## src/rtl/dmem_arbiter.sv

```systemverilog
// rtl/dmem_arbiter.sv - two-port round-robin controller for a word-organised data memory
// Sub-word stores run as read-modify-write because the memory only writes full words.
module dmem_arbiter #(
  parameter int AW = 9
) (
  input  logic          clk,
  input  logic          rst,
  input  logic          req0_valid,
  output logic          req0_ready,
  input  logic          req0_we,
  input  logic [1:0]    req0_size,
  input  logic [AW-1:0] req0_addr,
  input  logic [31:0]   req0_wdata,
  output logic          req0_rvalid,
  output logic          req0_err,
  output logic [31:0]   req0_rdata,
  input  logic          req1_valid,
  output logic          req1_ready,
  input  logic          req1_we,
  input  logic [1:0]    req1_size,
  input  logic [AW-1:0] req1_addr,
  input  logic [31:0]   req1_wdata,
  output logic          req1_rvalid,
  output logic          req1_err,
  output logic [31:0]   req1_rdata,
  output logic          mem_we,
  output logic [AW-3:0] mem_addr,
  output logic [31:0]   mem_wdata,
  input  logic [31:0]   mem_rdata
);

  typedef enum logic [1:0] {S_IDLE, S_ACCESS, S_MERGE_WR, S_RESP} state_t;

  state_t        r_state;
  state_t        w_next;
  logic          r_rr_ptr;
  logic          r_owner;
  logic          r_we;
  logic [1:0]    r_size;
  logic [AW-1:0] r_addr;
  logic [31:0]   r_wdata;
  logic [31:0]   r_merge;
  logic [31:0]   r_rdata;
  logic          r_err;

  logic          w_sel;
  logic          w_hs;
  logic          w_err;
  logic          w_word_st;
  logic [31:0]   w_merged;

  // On a tie the round-robin pointer picks; otherwise the sole valid port wins.
  assign w_sel     = (req0_valid && req1_valid) ? r_rr_ptr : req1_valid;
  assign w_hs      = (r_state == S_IDLE) && (req0_valid || req1_valid);
  assign w_err     = (r_size == 2'b11) ||
                     ((r_size == 2'b01) && r_addr[0]) ||
                     ((r_size == 2'b10) && (r_addr[1:0] != 2'b00));
  assign w_word_st = r_we && (r_size == 2'b10);
  assign mem_addr  = r_addr[AW-1:2];

  always_comb begin
    w_merged = r_merge;
    if (r_size == 2'b00) begin
      case (r_addr[1:0])
        2'd0:    w_merged[7:0]   = r_wdata[7:0];
        2'd1:    w_merged[15:8]  = r_wdata[7:0];
        2'd2:    w_merged[23:16] = r_wdata[7:0];
        default: w_merged[31:24] = r_wdata[7:0];
      endcase
    end else if (r_addr[1]) begin
      w_merged[31:16] = r_wdata[15:0];
    end else begin
      w_merged[15:0] = r_wdata[15:0];
    end
  end

  always_ff @(posedge clk) begin
    if (rst) begin
      r_state <= S_IDLE;
    end else begin
      r_state <= w_next;
    end
  end

  always_comb begin
    w_next = r_state;
    case (r_state)
      S_IDLE:     if (w_hs) w_next = S_ACCESS;
      S_ACCESS:   w_next = (w_err || !r_we || w_word_st) ? S_RESP : S_MERGE_WR;
      S_MERGE_WR: w_next = S_RESP;
      S_RESP:     w_next = S_IDLE;
      default:    w_next = S_IDLE;
    endcase
  end

  always_comb begin
    req0_ready  = 1'b0;
    req1_ready  = 1'b0;
    req0_rvalid = 1'b0;
    req1_rvalid = 1'b0;
    req0_err    = 1'b0;
    req1_err    = 1'b0;
    mem_we      = 1'b0;
    mem_wdata   = '0;
    case (r_state)
      S_IDLE: begin
        req0_ready = !rst && req0_valid && !w_sel;
        req1_ready = !rst && req1_valid && w_sel;
      end
      S_ACCESS: begin
        if (w_word_st && !w_err) begin
          mem_we    = 1'b1;
          mem_wdata = r_wdata;
        end
      end
      S_MERGE_WR: begin
        mem_we    = 1'b1;
        mem_wdata = w_merged;
      end
      S_RESP: begin
        req0_rvalid = !r_owner;
        req1_rvalid = r_owner;
        req0_err    = !r_owner && r_err;
        req1_err    = r_owner && r_err;
      end
      default: ;
    endcase
  end

  // Stores and errors report zero; otherwise the last loaded word is held.
  assign req0_rdata = ((r_state == S_RESP) && !r_owner && (r_we || r_err)) ? '0 : r_rdata;
  assign req1_rdata = ((r_state == S_RESP) && r_owner && (r_we || r_err)) ? '0 : r_rdata;

  always_ff @(posedge clk) begin
    if (rst) begin
      r_rr_ptr <= 1'b0;
      r_owner  <= 1'b0;
      r_we     <= 1'b0;
      r_size   <= 2'b00;
      r_addr   <= '0;
      r_wdata  <= '0;
      r_merge  <= '0;
      r_rdata  <= '0;
      r_err    <= 1'b0;
    end else begin
      case (r_state)
        S_IDLE: begin
          if (w_hs) begin
            r_owner <= w_sel;
            r_we    <= w_sel ? req1_we    : req0_we;
            r_size  <= w_sel ? req1_size  : req0_size;
            r_addr  <= w_sel ? req1_addr  : req0_addr;
            r_wdata <= w_sel ? req1_wdata : req0_wdata;
          end
        end
        S_ACCESS: begin
          r_err <= w_err;
          if (!w_err && !r_we) r_rdata <= mem_rdata;
          if (!w_err && r_we && !w_word_st) r_merge <= mem_rdata;
        end
        S_RESP: r_rr_ptr <= ~r_owner;
        default: ;
      endcase
    end
  end

endmodule

```

## config.mk

```make
export PLATFORM = sky130hd
export DESIGN_NAME = dmem_arbiter
export DESIGN_NICKNAME = d
export VERILOG_FILES = /design/src/rtl/dmem_arbiter.sv
export SDC_FILE = /design/constraint.sdc
export NUM_CORES = 1
export LEC_CHECK = 0
export CAP_MARGIN = 15
export CORE_ASPECT_RATIO = 1.4
export CORE_MARGIN = 4
export CORE_UTILIZATION = 40
export DETAILED_ROUTE_END_ITERATION = 6
export PLACE_DENSITY = 0.83
export SLEW_MARGIN = 10
export SYNTH_ARGS = -nofsm -noshare
export SYNTH_HDL_FRONTEND = slang
export SYNTH_SLANG_ARGS = --single-unit
```

## constraint.sdc

```tcl
create_clock -name clk -period 2.4 [get_ports clk]
set_input_delay 0.48 -clock clk [delete_from_list [all_inputs] [get_ports clk]]
set_output_delay 0.48 -clock clk [all_outputs]
set_load 0.01 [all_outputs]
```

==> flow_metrics.py, run 1 <==
metrics = {
    "setup_path": {
        "critPathArrivalTime_ns": 2.01,
        "critPathSlowestCell": "dfxtp_4",
        "ff2ff_path_depth": 6,
        "crit_buf_inv": 4,
        "timing.rr.start": "r_size[0]",
        "cpMostUsedCell": "buf_6",
        "critical_path_class": "register to output port",
        "start_kind": "register",
        "crit_family": "compound AO/OA/AOI/OAI gates",
        "slowest_delay_ns": 0.36,
        "rrSetupSlack_ns": 0.60,
        "critPathMaxFanout": 5,
        "cp.required_ns": 1.92,
        "r2r_end": "r_rdata[13]",
        "worstPathCellList": "buf_6 -> o31ai_4 -> buf_6 -> buf_6 -> or2b_1 -> a32o_2 -> buf_6",
        "worstSetupEndpointType": "output port",
    },
    "hold_path": {
        "hold_end": "r_owner",
        "hold_depth": 3,
        "hp-start": "req1_valid",
        "hp-class": "primary input to register",
    },
    "sta": {
        "setup_viol": 23,
        "rsz0062_at_grt": "yes",
        "report.final.hold_viol_count": 0,
        "clock.fmax_mhz": 402.1,
        "timing.final.crit_share_pct": 103.6,
        "drv_slew": 0,
        "slew_headroom_pct": 59.32,
        "timing.final.ws_setup_ns": -0.08719,
        "skew_ns": 0.009949,
        "min_period_ns": 2.487,
        "tightestPinTransition_ns": 0.6102,
    },
    "synth": {
        "synth_mux_area_share_pct": 5.029,
        "syn_nets": 918,
        "synth_top_family_by_area": "simple AND/OR/NAND/NOR gates",
        "yosysTopAreaCell": "dfxtp_1",
        "synth_area_per_cell_um2": 8.315,
        "synth_cell_type_count": 44,
        "post_synth_fa_ha_maj_area_fraction_pct": 0.7619,
        "seq_area_frac_synth_pct": 34.44,
        "synth_cells": 790,
        "ys_async_sr_fraction_pct": 0,
        "synth_top_area_share_pct": 34.44,
        "synth_common_cells": "dfxtp_1, o21ai_0, nand2b_1",
        "synth.area.top_cells": "dfxtp_1, o21ai_0, nand2b_1",
        "synth_area_um2": 6569,
        "synth_compound_area_share_pct": 24.78,
        "synth_edf_count": 0,
        "yosys_warnings": 0,
        "dominantRegCellSynth": "dfxtp_1",
        "yosysMostFrequentCell": "dfxtp_1",
        "synth-xor-area-share_pct": 0,
        "synth-seq-cells": 113,
        "synth-simple-area-share_pct": 27.73,
    },
    "status": {
        "status": "complete, but fails checks",
        "violations": "negative setup slack",
    },
    "placed_design": {
        "place_ws_ns": -0.2513,
        "dp_cells": 1184,
        "place_congestion": 0.9303,
        "numPortBuffers": 233,
        "dpl.hpwl_um": 15690,
    },
    "detailed_routing": {
        "routed-via-count": 7031,
        "ant_nets": 0,
        "drc_errors": 0,
        "initialDrtViolationCount": 526,
        "first_pass_iters": 5,
        "viasPerCell": 5.656,
        "wire_per_inst_um": 19.18,
        "drt_wl_total_um": 23840,
    },
    "cells_and_area": {
        "multi_input_area_um2": 4114,
        "num-fill-cells": 1319,
        "seqCellArea_um2": 2276,
        "nets": 1159,
        "final_cell_count_no_fill": 1243,
        "syn_to_final_growth_pct": 54.80,
        "num_antenna_cells": 0,
        "layout-drive-gt1-share_pct": 23.37,
    },
    "clock_tree": {
        "clock_path_buffers": 2,
        "clk_latency_ns": 0.42,
        "cts_buffers": 17,
        "clock_sinks": 113,
        "cts_root_buf": "clkbuf_16",
        "path_clk_slew_ns": 0.06,
        "hold_buffers": 0,
        "cts_tree": "done",
        "h-tree-depth": 4,
    },
    "floorplanning": {
        "rows": 55,
        "ios": 234,
        "dieWidth_um": 116.3,
        "die_y_um": 159.6,
        "initial_core_util_pct": 40.62,
        "fp.coreArea_um2": 16170,
        "dieArea_um2": 18570,
    },
    "grt": {
        "grt_pass1_wl_um": 36230,
        "grt.total_usage_pct": 24.57,
        "grt_antenna_before_repair": 0,
        "grt_max_degree": 146,
        "gr-total-overflow": 0,
        "grt_pass1_vias": 6684,
    },
    "power_and_ir_drop": {
        "leakagePower_nw": 4.084,
        "powerDensity_nw_per_um2": 1041,
        "irDropWorstVdd_uv": 589.2,
    },
    "flow_run": {
        "cap_violations": 0,
    },
}
-- layout make-up --
cell class	instances	area share, %
multi-input cells	579	40.46
repair buffers	314	28.68
flip-flops and latches	113	22.38
clock buffers	19	4.454
well taps	199	2.449
clock inverters	13	1.354
inverters	6	0.2215
-- layer usage --
layer  global-route usage, %  up-vias  share of wire (%)
met5                       0        -                  0
met1                   28.70     3265                 39
met3                   4.511       84                6.4
met4                   12.24        0                5.2
li1                        -     3332                  -
met2                   42.16      350                 50
-- registers in the layout (all words and copies together), names as in the netlist --
register  count
r_addr        9
r_err         1
r_merge      32
r_owner       1
r_rdata      32
r_rr_ptr      1
r_size        2
r_state       2
r_wdata      32
r_we          1
-- through the flow --
stage               instance area (um^2)  total power, mW  hold WS (ns)  TNS (ns)  utilization [%]
finish                             10170            10.59        0.4672   -0.7568            62.88
global route                       10170            11.16        0.4821    -2.354            62.88
CTS                                 9960            10.13        0.4450    -1.619            61.59
detailed placement                  9200            7.465        0.4701    -2.999            56.89
global placement                    9200            7.368        0.4630    -1.952            56.89
floorplan                           6569            5.561        0.4482         0                -
-- worst min-delay path: cells and delay by family --
kind	cells	cell delay (ns)
simple gates	1	0.11
compound gates	1	0.06
buf+inv	1	0.19
-- logic make-up after synthesis --
logic type,count (synthesis)
AND/OR/NAND/NOR,303
AO/OA/AOI/OAI,239
flip-flops,113
buffers and inverters,98
multiplexers,33
adder cells (fa/ha/maj),4
-- how the worst max path moves through the flow --
stage,from,to,slack (ns),depth (start not counted)
2_1_floorplan,r_state[0],mem_wdata[18],0.21,7
4_1_cts,r_size[1],mem_wdata[25],-0.22,6
3_3_place_gp,r_addr[0],mem_wdata[11],-0.17,5
5_1_grt,r_size[0],mem_wdata[29],-0.14,7
3_5_place_dp,r_addr[0],mem_wdata[9],-0.25,5
6_report,r_size[0],mem_wdata[29],-0.09,7
-- where the power goes --
part           total, mW  internal, mW  switching (mW)
sequential          2.84          2.42           0.419
clock               2.53          1.58           0.947
combinational       5.22          2.49            2.73
total               10.6          6.49            4.10
-- cell usage in the layout (no fill, tap or decap), drive strengths merged, types with 26 or more instances in the layout --
| cell | count |
|---|---|
| buf | 140 |
| clkdlybuf4s50 | 130 |
| dfxtp | 113 |
| o21ai | 93 |
| nand2b | 74 |
| nor2 | 48 |
| a21oi | 46 |
| nand3b | 45 |
| a311oi | 44 |
| nand3 | 42 |
| and2 | 36 |
| nor2b | 34 |
| mux2i | 33 |
| dlygate4sd2 | 29 |
| clkbuf | 26 |
-- repair_timing --
| item | CTS | global route |
|---|---|---|
| cloned | 3 | 0 |
| resized for setup | 346 | 76 |
| pin swaps | 13 | 28 |
| endpoints found under the setup margin | 100 | 66 |
| setup buffers | 16 | 15 |
No activity file was read; power rests on OpenSTA's default activity.
==> run 2, diff against run 1 <==
- CTS_CLUSTER_DIAMETER: not set -> 150
==> results of run 2 <==
Final layout, timing and power as in run 1 (identical DEF).
